## config.mk

```make
export PLATFORM = sky130hd
export DESIGN_NAME = ps2_poly_receiver
export DESIGN_NICKNAME = d
export VERILOG_FILES = /design/src/rtl/ps2_poly_receiver.sv
export SDC_FILE = /design/constraint.sdc
export NUM_CORES = 1
export LEC_CHECK = 0
export ABC_CLOCK_PERIOD_IN_PS = 6800
export CAP_MARGIN = 20
export CORE_MARGIN = 5
export CORE_UTILIZATION = 60
export DETAILED_ROUTE_END_ITERATION = 10
export GPL_ROUTABILITY_DRIVEN = 1
export GPL_TIMING_DRIVEN = 0
export MAX_ROUTING_LAYER = met4
export PLACE_DENSITY = 0.92
export SLEW_MARGIN = 30
export SYNTH_ARGS = -nofsm -noshare
export SYNTH_HDL_FRONTEND = slang
export SYNTH_SLANG_ARGS = --single-unit
export TNS_END_PERCENT = 100
```

## constraint.sdc

```tcl
create_clock -name sys_clk -period 6.8 [get_ports sys_clk]
set_input_delay 0.68 -clock sys_clk [delete_from_list [all_inputs] [get_ports sys_clk]]
set_output_delay 0.68 -clock sys_clk [all_outputs]
set_load 0.03 [all_outputs]
```

## src/rtl/ps2_poly_receiver.sv

```systemverilog
// ps2_poly_receiver: PS/2 keyboard receiver that deframes scan codes, decodes the
// E0/F0 prefixes and keeps an ordered table of currently held keys (oldest in slot 0).
module ps2_poly_receiver #(
    parameter int NUM_KEYS       = 4,
    parameter int SYNC_STAGES    = 2,
    parameter int TIMEOUT_CYCLES = 10000
) (
    input  logic                  sys_clk,
    input  logic                  async_rst_n,
    input  logic                  ps2_clk,
    input  logic                  ps2_data,
    output logic [7:0]            key,
    output logic                  key_ext,
    output logic [9*NUM_KEYS-1:0] keys,
    output logic [NUM_KEYS-1:0]   key_valid,
    output logic                  event_valid,
    output logic [8:0]            event_code,
    output logic                  event_break,
    output logic                  frame_err,
    output logic                  overflow
);
    localparam int TW = (TIMEOUT_CYCLES > 1) ? $clog2(TIMEOUT_CYCLES) : 1;

    localparam logic [1:0] IDLE   = 2'd0;
    localparam logic [1:0] DATA   = 2'd1;
    localparam logic [1:0] PARITY = 2'd2;
    localparam logic [1:0] STOP   = 2'd3;

    logic [SYNC_STAGES-1:0] clk_sync;
    logic [SYNC_STAGES-1:0] data_sync;
    logic                   clk_prev;
    logic                   fall;
    logic                   data_bit;

    logic [1:0]    state;
    logic [2:0]    bit_cnt;
    logic [7:0]    shift;
    logic          parity_ok;
    logic [TW-1:0] stall_cnt;
    logic          byte_valid;
    logic [7:0]    byte_data;

    logic                ext_flag;
    logic                brk_flag;
    logic [8:0]          slot [NUM_KEYS];
    logic [NUM_KEYS-1:0] used;

    logic       held_hit;
    int         hit_idx;
    int         fill;
    logic [8:0] code_in;

    // Bring the PS/2 lines into the sys_clk domain; idle-high lines reset to 1 so no false fall
    always_ff @(posedge sys_clk or negedge async_rst_n) begin
        if (!async_rst_n) begin
            clk_sync  <= '1;
            data_sync <= '1;
            clk_prev  <= 1'b1;
        end else begin
            clk_sync  <= {clk_sync[SYNC_STAGES-2:0], ps2_clk};
            data_sync <= {data_sync[SYNC_STAGES-2:0], ps2_data};
            clk_prev  <= clk_sync[SYNC_STAGES-1];
        end
    end

    assign fall     = clk_prev & ~clk_sync[SYNC_STAGES-1];
    assign data_bit = data_sync[SYNC_STAGES-1];

    // Frame deserialiser advancing on each PS/2 clock fall, with a mid-frame stall watchdog
    always_ff @(posedge sys_clk or negedge async_rst_n) begin
        if (!async_rst_n) begin
            state      <= IDLE;
            bit_cnt    <= 3'd0;
            shift      <= 8'h00;
            parity_ok  <= 1'b0;
            stall_cnt  <= '0;
            byte_valid <= 1'b0;
            byte_data  <= 8'h00;
            frame_err  <= 1'b0;
        end else begin
            byte_valid <= 1'b0;
            frame_err  <= 1'b0;
            if (fall) begin
                stall_cnt <= '0;
                case (state)
                    IDLE: begin
                        if (!data_bit) begin
                            state   <= DATA;
                            bit_cnt <= 3'd0;
                        end
                    end
                    DATA: begin
                        shift   <= {data_bit, shift[7:1]};
                        bit_cnt <= bit_cnt + 3'd1;
                        if (bit_cnt == 3'd7) begin
                            state <= PARITY;
                        end
                    end
                    PARITY: begin
                        parity_ok <= data_bit ^ (^shift);
                        state     <= STOP;
                    end
                    default: begin
                        if (data_bit && parity_ok) begin
                            byte_valid <= 1'b1;
                            byte_data  <= shift;
                        end else begin
                            frame_err <= 1'b1;
                        end
                        state <= IDLE;
                    end
                endcase
            end else if (state == IDLE) begin
                stall_cnt <= '0;
            end else if (stall_cnt == TW'(TIMEOUT_CYCLES - 1)) begin
                frame_err <= 1'b1;
                state     <= IDLE;
                stall_cnt <= '0;
            end else begin
                stall_cnt <= stall_cnt + TW'(1);
            end
        end
    end

    // Look up the incoming code in the table and find the first free slot (table stays packed)
    always_comb begin
        code_in  = {ext_flag, byte_data};
        held_hit = 1'b0;
        hit_idx  = 0;
        fill     = 0;
        for (int i = 0; i < NUM_KEYS; i++) begin
            if (used[i]) begin
                fill = i + 1;
                if (slot[i] == code_in) begin
                    held_hit = 1'b1;
                    hit_idx  = i;
                end
            end
        end
    end

    // Prefix tracking and held-key table update, one action per received byte
    always_ff @(posedge sys_clk or negedge async_rst_n) begin
        if (!async_rst_n) begin
            for (int i = 0; i < NUM_KEYS; i++) begin
                slot[i] <= 9'h000;
            end
            used        <= '0;
            ext_flag    <= 1'b0;
            brk_flag    <= 1'b0;
            event_valid <= 1'b0;
            event_code  <= 9'h000;
            event_break <= 1'b0;
            overflow    <= 1'b0;
        end else begin
            event_valid <= 1'b0;
            overflow    <= 1'b0;
            if (frame_err) begin
                ext_flag <= 1'b0;
                brk_flag <= 1'b0;
            end else if (byte_valid) begin
                if (byte_data == 8'hE0) begin
                    ext_flag <= 1'b1;
                end else if (byte_data == 8'hF0) begin
                    brk_flag <= 1'b1;
                end else begin
                    ext_flag <= 1'b0;
                    brk_flag <= 1'b0;
                    if (byte_data != 8'h00 && byte_data != 8'hFF) begin
                        if (brk_flag) begin
                            if (held_hit) begin
                                for (int i = 0; i < NUM_KEYS - 1; i++) begin
                                    if (i >= hit_idx) begin
                                        slot[i] <= slot[i+1];
                                        used[i] <= used[i+1];
                                    end
                                end
                                slot[NUM_KEYS-1] <= 9'h000;
                                used[NUM_KEYS-1] <= 1'b0;
                                event_valid      <= 1'b1;
                                event_code       <= code_in;
                                event_break      <= 1'b1;
                            end
                        end else if (!held_hit) begin
                            if (used[NUM_KEYS-1]) begin
                                overflow <= 1'b1;
                            end else begin
                                slot[fill]  <= code_in;
                                used[fill]  <= 1'b1;
                                event_valid <= 1'b1;
                                event_code  <= code_in;
                                event_break <= 1'b0;
                            end
                        end
                    end
                end
            end
        end
    end

    // Flatten the table for the voice logic
    always_comb begin
        keys = '0;
        for (int i = 0; i < NUM_KEYS; i++) begin
            keys[9*i +: 9] = slot[i];
        end
    end

    assign key       = slot[0][7:0];
    assign key_ext   = slot[0][8];
    assign key_valid = used;

endmodule

```

==> results.toml <==
[status]
status = "finished clean"

[cts]
clock_latency_ns = 0.37
post_cts_buffers = 0
clk_pin_slew_ns = 0.11
numCtsBuffers = 9
postCtsResizedCells = 0
clock_path_buffers = 2
cts_tree = "yes"
htreeDepth = 3
cts_num_sinks = 97
hold_buffers = 0
root_buffer = "clkbuf_8"

[cells_and_area]
area_growth_pct = 20.1
final_nets = 577
drive_above_1_share_pct = 15.5
fillers = 562
antenna_cells = 0

[synthesis]
synth_warnings = 0
synthCells = 487
synth_largest_area_cell = "dfrtp_1"
synth_top_cell_area_share_pct = 45.5
yosysMostFrequentCell = "dfrtp_1"
syn_nets = 500
synth_seq_cells = 97
syn_area_sq_um = 5050
synth_edf_count = 0
ys_async_sr_fraction_pct = 100
yosys-top-cells-count = "dfrtp_1 (92), nor2_1 (44), nand2_1 (42)"
synth.avg_cell_area_sq_um = 10.4
seq_area_frac_synth_pct = 48.1
ys_types = 51
synth.area.top_cells = "dfrtp_1 (46%), xnor2_1 (7.1%), mux2_2 (4.2%)"
synthFlopType = "dfrtp_1"

[worst_setup_path]
crit_arrival_ns = 3.78
r2r_slack_ns = 3.27
ff2ff_path_depth = 12
path_buf_inv = 2
cp_max_fo = 10
path_cells = "buf_4 -> xnor2_1 -> nand4_1 -> nor3_1 -> or4b_4 -> ha_1 -> and4b_1 -> nand3_1 -> nor2_1 -> clkbuf_1 -> a21boi_0 -> a311o_1"
crit_type = "reg2reg"
cp_slowest_cell = "nor3_1"
critPathLaunchType = "register"
cp.required_ns = 7.05
worst_r2r_endpoint = "key_valid[0]$_DFFE_PN0P_"
cp_top_family = "simple AND/OR/NAND/NOR gates"
cp-end-kind = "register"
slowest_delay_ns = 0.58
timing.rr.start = "byte_data[7]$_DFFE_PN0P_"

[global_routing]
grt_pass1_vias = 4300
grt_remaining_overflow = 0
grt_max_degree = 60
antenna_found_initial = 0
grt_pass1_wl_um = 21100
track_usage_pct = 26.5

[power_and_ir_drop]
leakage_nw = 2.63
powerDensity_nw_per_um2 = 195
peakVddDrop_mv = 0.169
finalPower_mw = 1.18

[timing]
slew_headroom_pct = 42.1
timing.final.crit_period_ns = 3.53
rsz0062_at_grt = "no"
skew_ns = 0.0161
worstMarginPinSlew_ns = 0.862
timing.setup.tns_ns = 0
setup_viol = 0
fin_crit_sh_pct = 51.9
slew_viol_final = 0
fin_ws_ns = 3.27
fmax_mhz = 283
whs_ns = 0.182
finalHoldViolations = 0

[placed_design]
port_buffers = 65
place_congestion = 0.899
dpl.hpwl_um = 8890
pre_cts_ws_ns = 3.34

[floorplanning]
row_count = 33
initial_core_util_pct = 61.5
core-area_sq_um = 8220
die_height_um = 102
io_pins = 66
die_area_sq_um = 10400
fp.dieW_um = 102

[hold_path]
min_path_type = "in2async"

[routing]
routed_via_density = 6.21
drt_iter0_drc = 283
vias = 4185
drc_errors = 0
wl_per_cell_um = 18.6
routed_wl_um = 12500
antenna_left = 0
drtPass1Iterations = 5

[flow_run]
maxCapViolations = 0
cell usage in the layout, fill, tap and decap left out, drive strengths merged, types with 2 or more instances in the layout:
cell           Yosys  layout
dfrtp             92      92
clkdlybuf4s50      0      64
nor2              44      44
nand2             44      44
xnor2             41      41
o22ai             25      25
buf               21      23
clkbuf            13      22
inv               16      20
mux2              19      19
o21ai             19      19
nor3              19      19
xor2              15      15
a21oi             14      14
nand4             12      12
nand3             12      12
o221a             10      10
a22o              10      10
a221oi             9       9
ha                 9       9
and3               6       6
nor4               6       6
dfstp              5       5
nand2b             3       3
nor2b              2       2
or3                2       2
and2               2       2
a21boi             2       2
a32o               2       2
a211oi             2       2
clkinv             1       2
through the flow:
step | util, % | cell area (sq um) | instances
final | 73.9 | 6070 | 674
after global routing | 73.9 | 6070 | 674
after CTS | 73.9 | 6070 | 674
after detailed placement | 71.4 | 5870 | 658
after global placement | 71.0 | 5840 | 657
after floorplan | - | 5050 | 487
registers in the layout, indices dropped and copies added (netlist names):
name	flops
overflow	1
state	2
bit_cnt	3
clk_prev	1
stall_cnt	14
key_valid	4
byte_valid	1
byte_data	8
brk_flag	1
clk_sync	2
parity_ok	1
key_ext	1
event_valid	1
event_break	1
event_code	9
key	8
frame_err	1
shift	8
ext_flag	1
data_sync	2
keys	27
layout make-up:
type                    count  area [sq um]  area share, %
clock inverters             7          83.8           1.38
flip-flops and latches     97          2430           40.1
repair buffers             66           679           11.2
well taps                 105           131           2.16
plain buffers              34           211           3.48
multi-input cells         339          2350           38.6
inverters                  17          63.8           1.05
clock buffers               9           124           2.04
worst reg2reg max path: stages (launching register included):
cell	delay (ns)
dfrtp_1	0.41
buf_4	0.20
xnor2_1	0.25
nand4_1	0.13
nor3_1	0.58
or4b_4	0.28
ha_1	0.11
and4b_1	0.20
nand3_1	0.12
nor2_1	0.24
clkbuf_1	0.44
a21boi_0	0.17
a311o_1	0.28
where the power goes:
group / internal [mW] / switching (mW) / leakage [nW]
clock network: 0.177 / 0.221 / 0.103
logic: 0.0654 / 0.0842 / 1.20
registers: 0.606 / 0.0277 / 1.33
total: 0.849 / 0.333 / 2.63
worst max path at each step:
stage / slack [ns] / depth (start not counted) / endpoint / start
after floorplan: 3.79 / 11 / key_valid[1]$_DFFE_PN0P_ / keys[26]$_DFFE_PN0P_
after global placement: 1.58 / 1 / stall_cnt[4]$_DFF_PN0_ / async_rst_n
after detailed placement: 3.34 / 12 / key_valid[0]$_DFFE_PN0P_ / byte_data[7]$_DFFE_PN0P_
after CTS: 3.31 / 12 / key_valid[0]$_DFFE_PN0P_ / byte_data[7]$_DFFE_PN0P_
after global routing: 3.08 / 12 / keys[11]$_DFFE_PN0P_ / byte_data[7]$_DFFE_PN0P_
final: 3.27 / 12 / key_valid[0]$_DFFE_PN0P_ / byte_data[7]$_DFFE_PN0P_
per-layer routing:
metal  vias to the layer above  track usage [%]  part of all wire, %
met5                         -                -                    0
met4                         0             8.69                  1.6
met3                        21             4.48                  6.8
met2                       187             46.0                   53
met1                      2083             31.4                   39
li1                       1894                -                    -
cells by family after synthesis:
logic type                 after synthesis  synth area share (%)
muxes                                   20                  4.43
buffers and inverters                   51                  5.45
and+or+nand+nor                        156                  16.2
xor gates and xnor gates                56                  9.70
DFF                                     97                  48.1
AOI/OAI and AO/OA                       98                  13.8
adders and majority gates                9                  2.23
(Power assumes the default switching activity.)
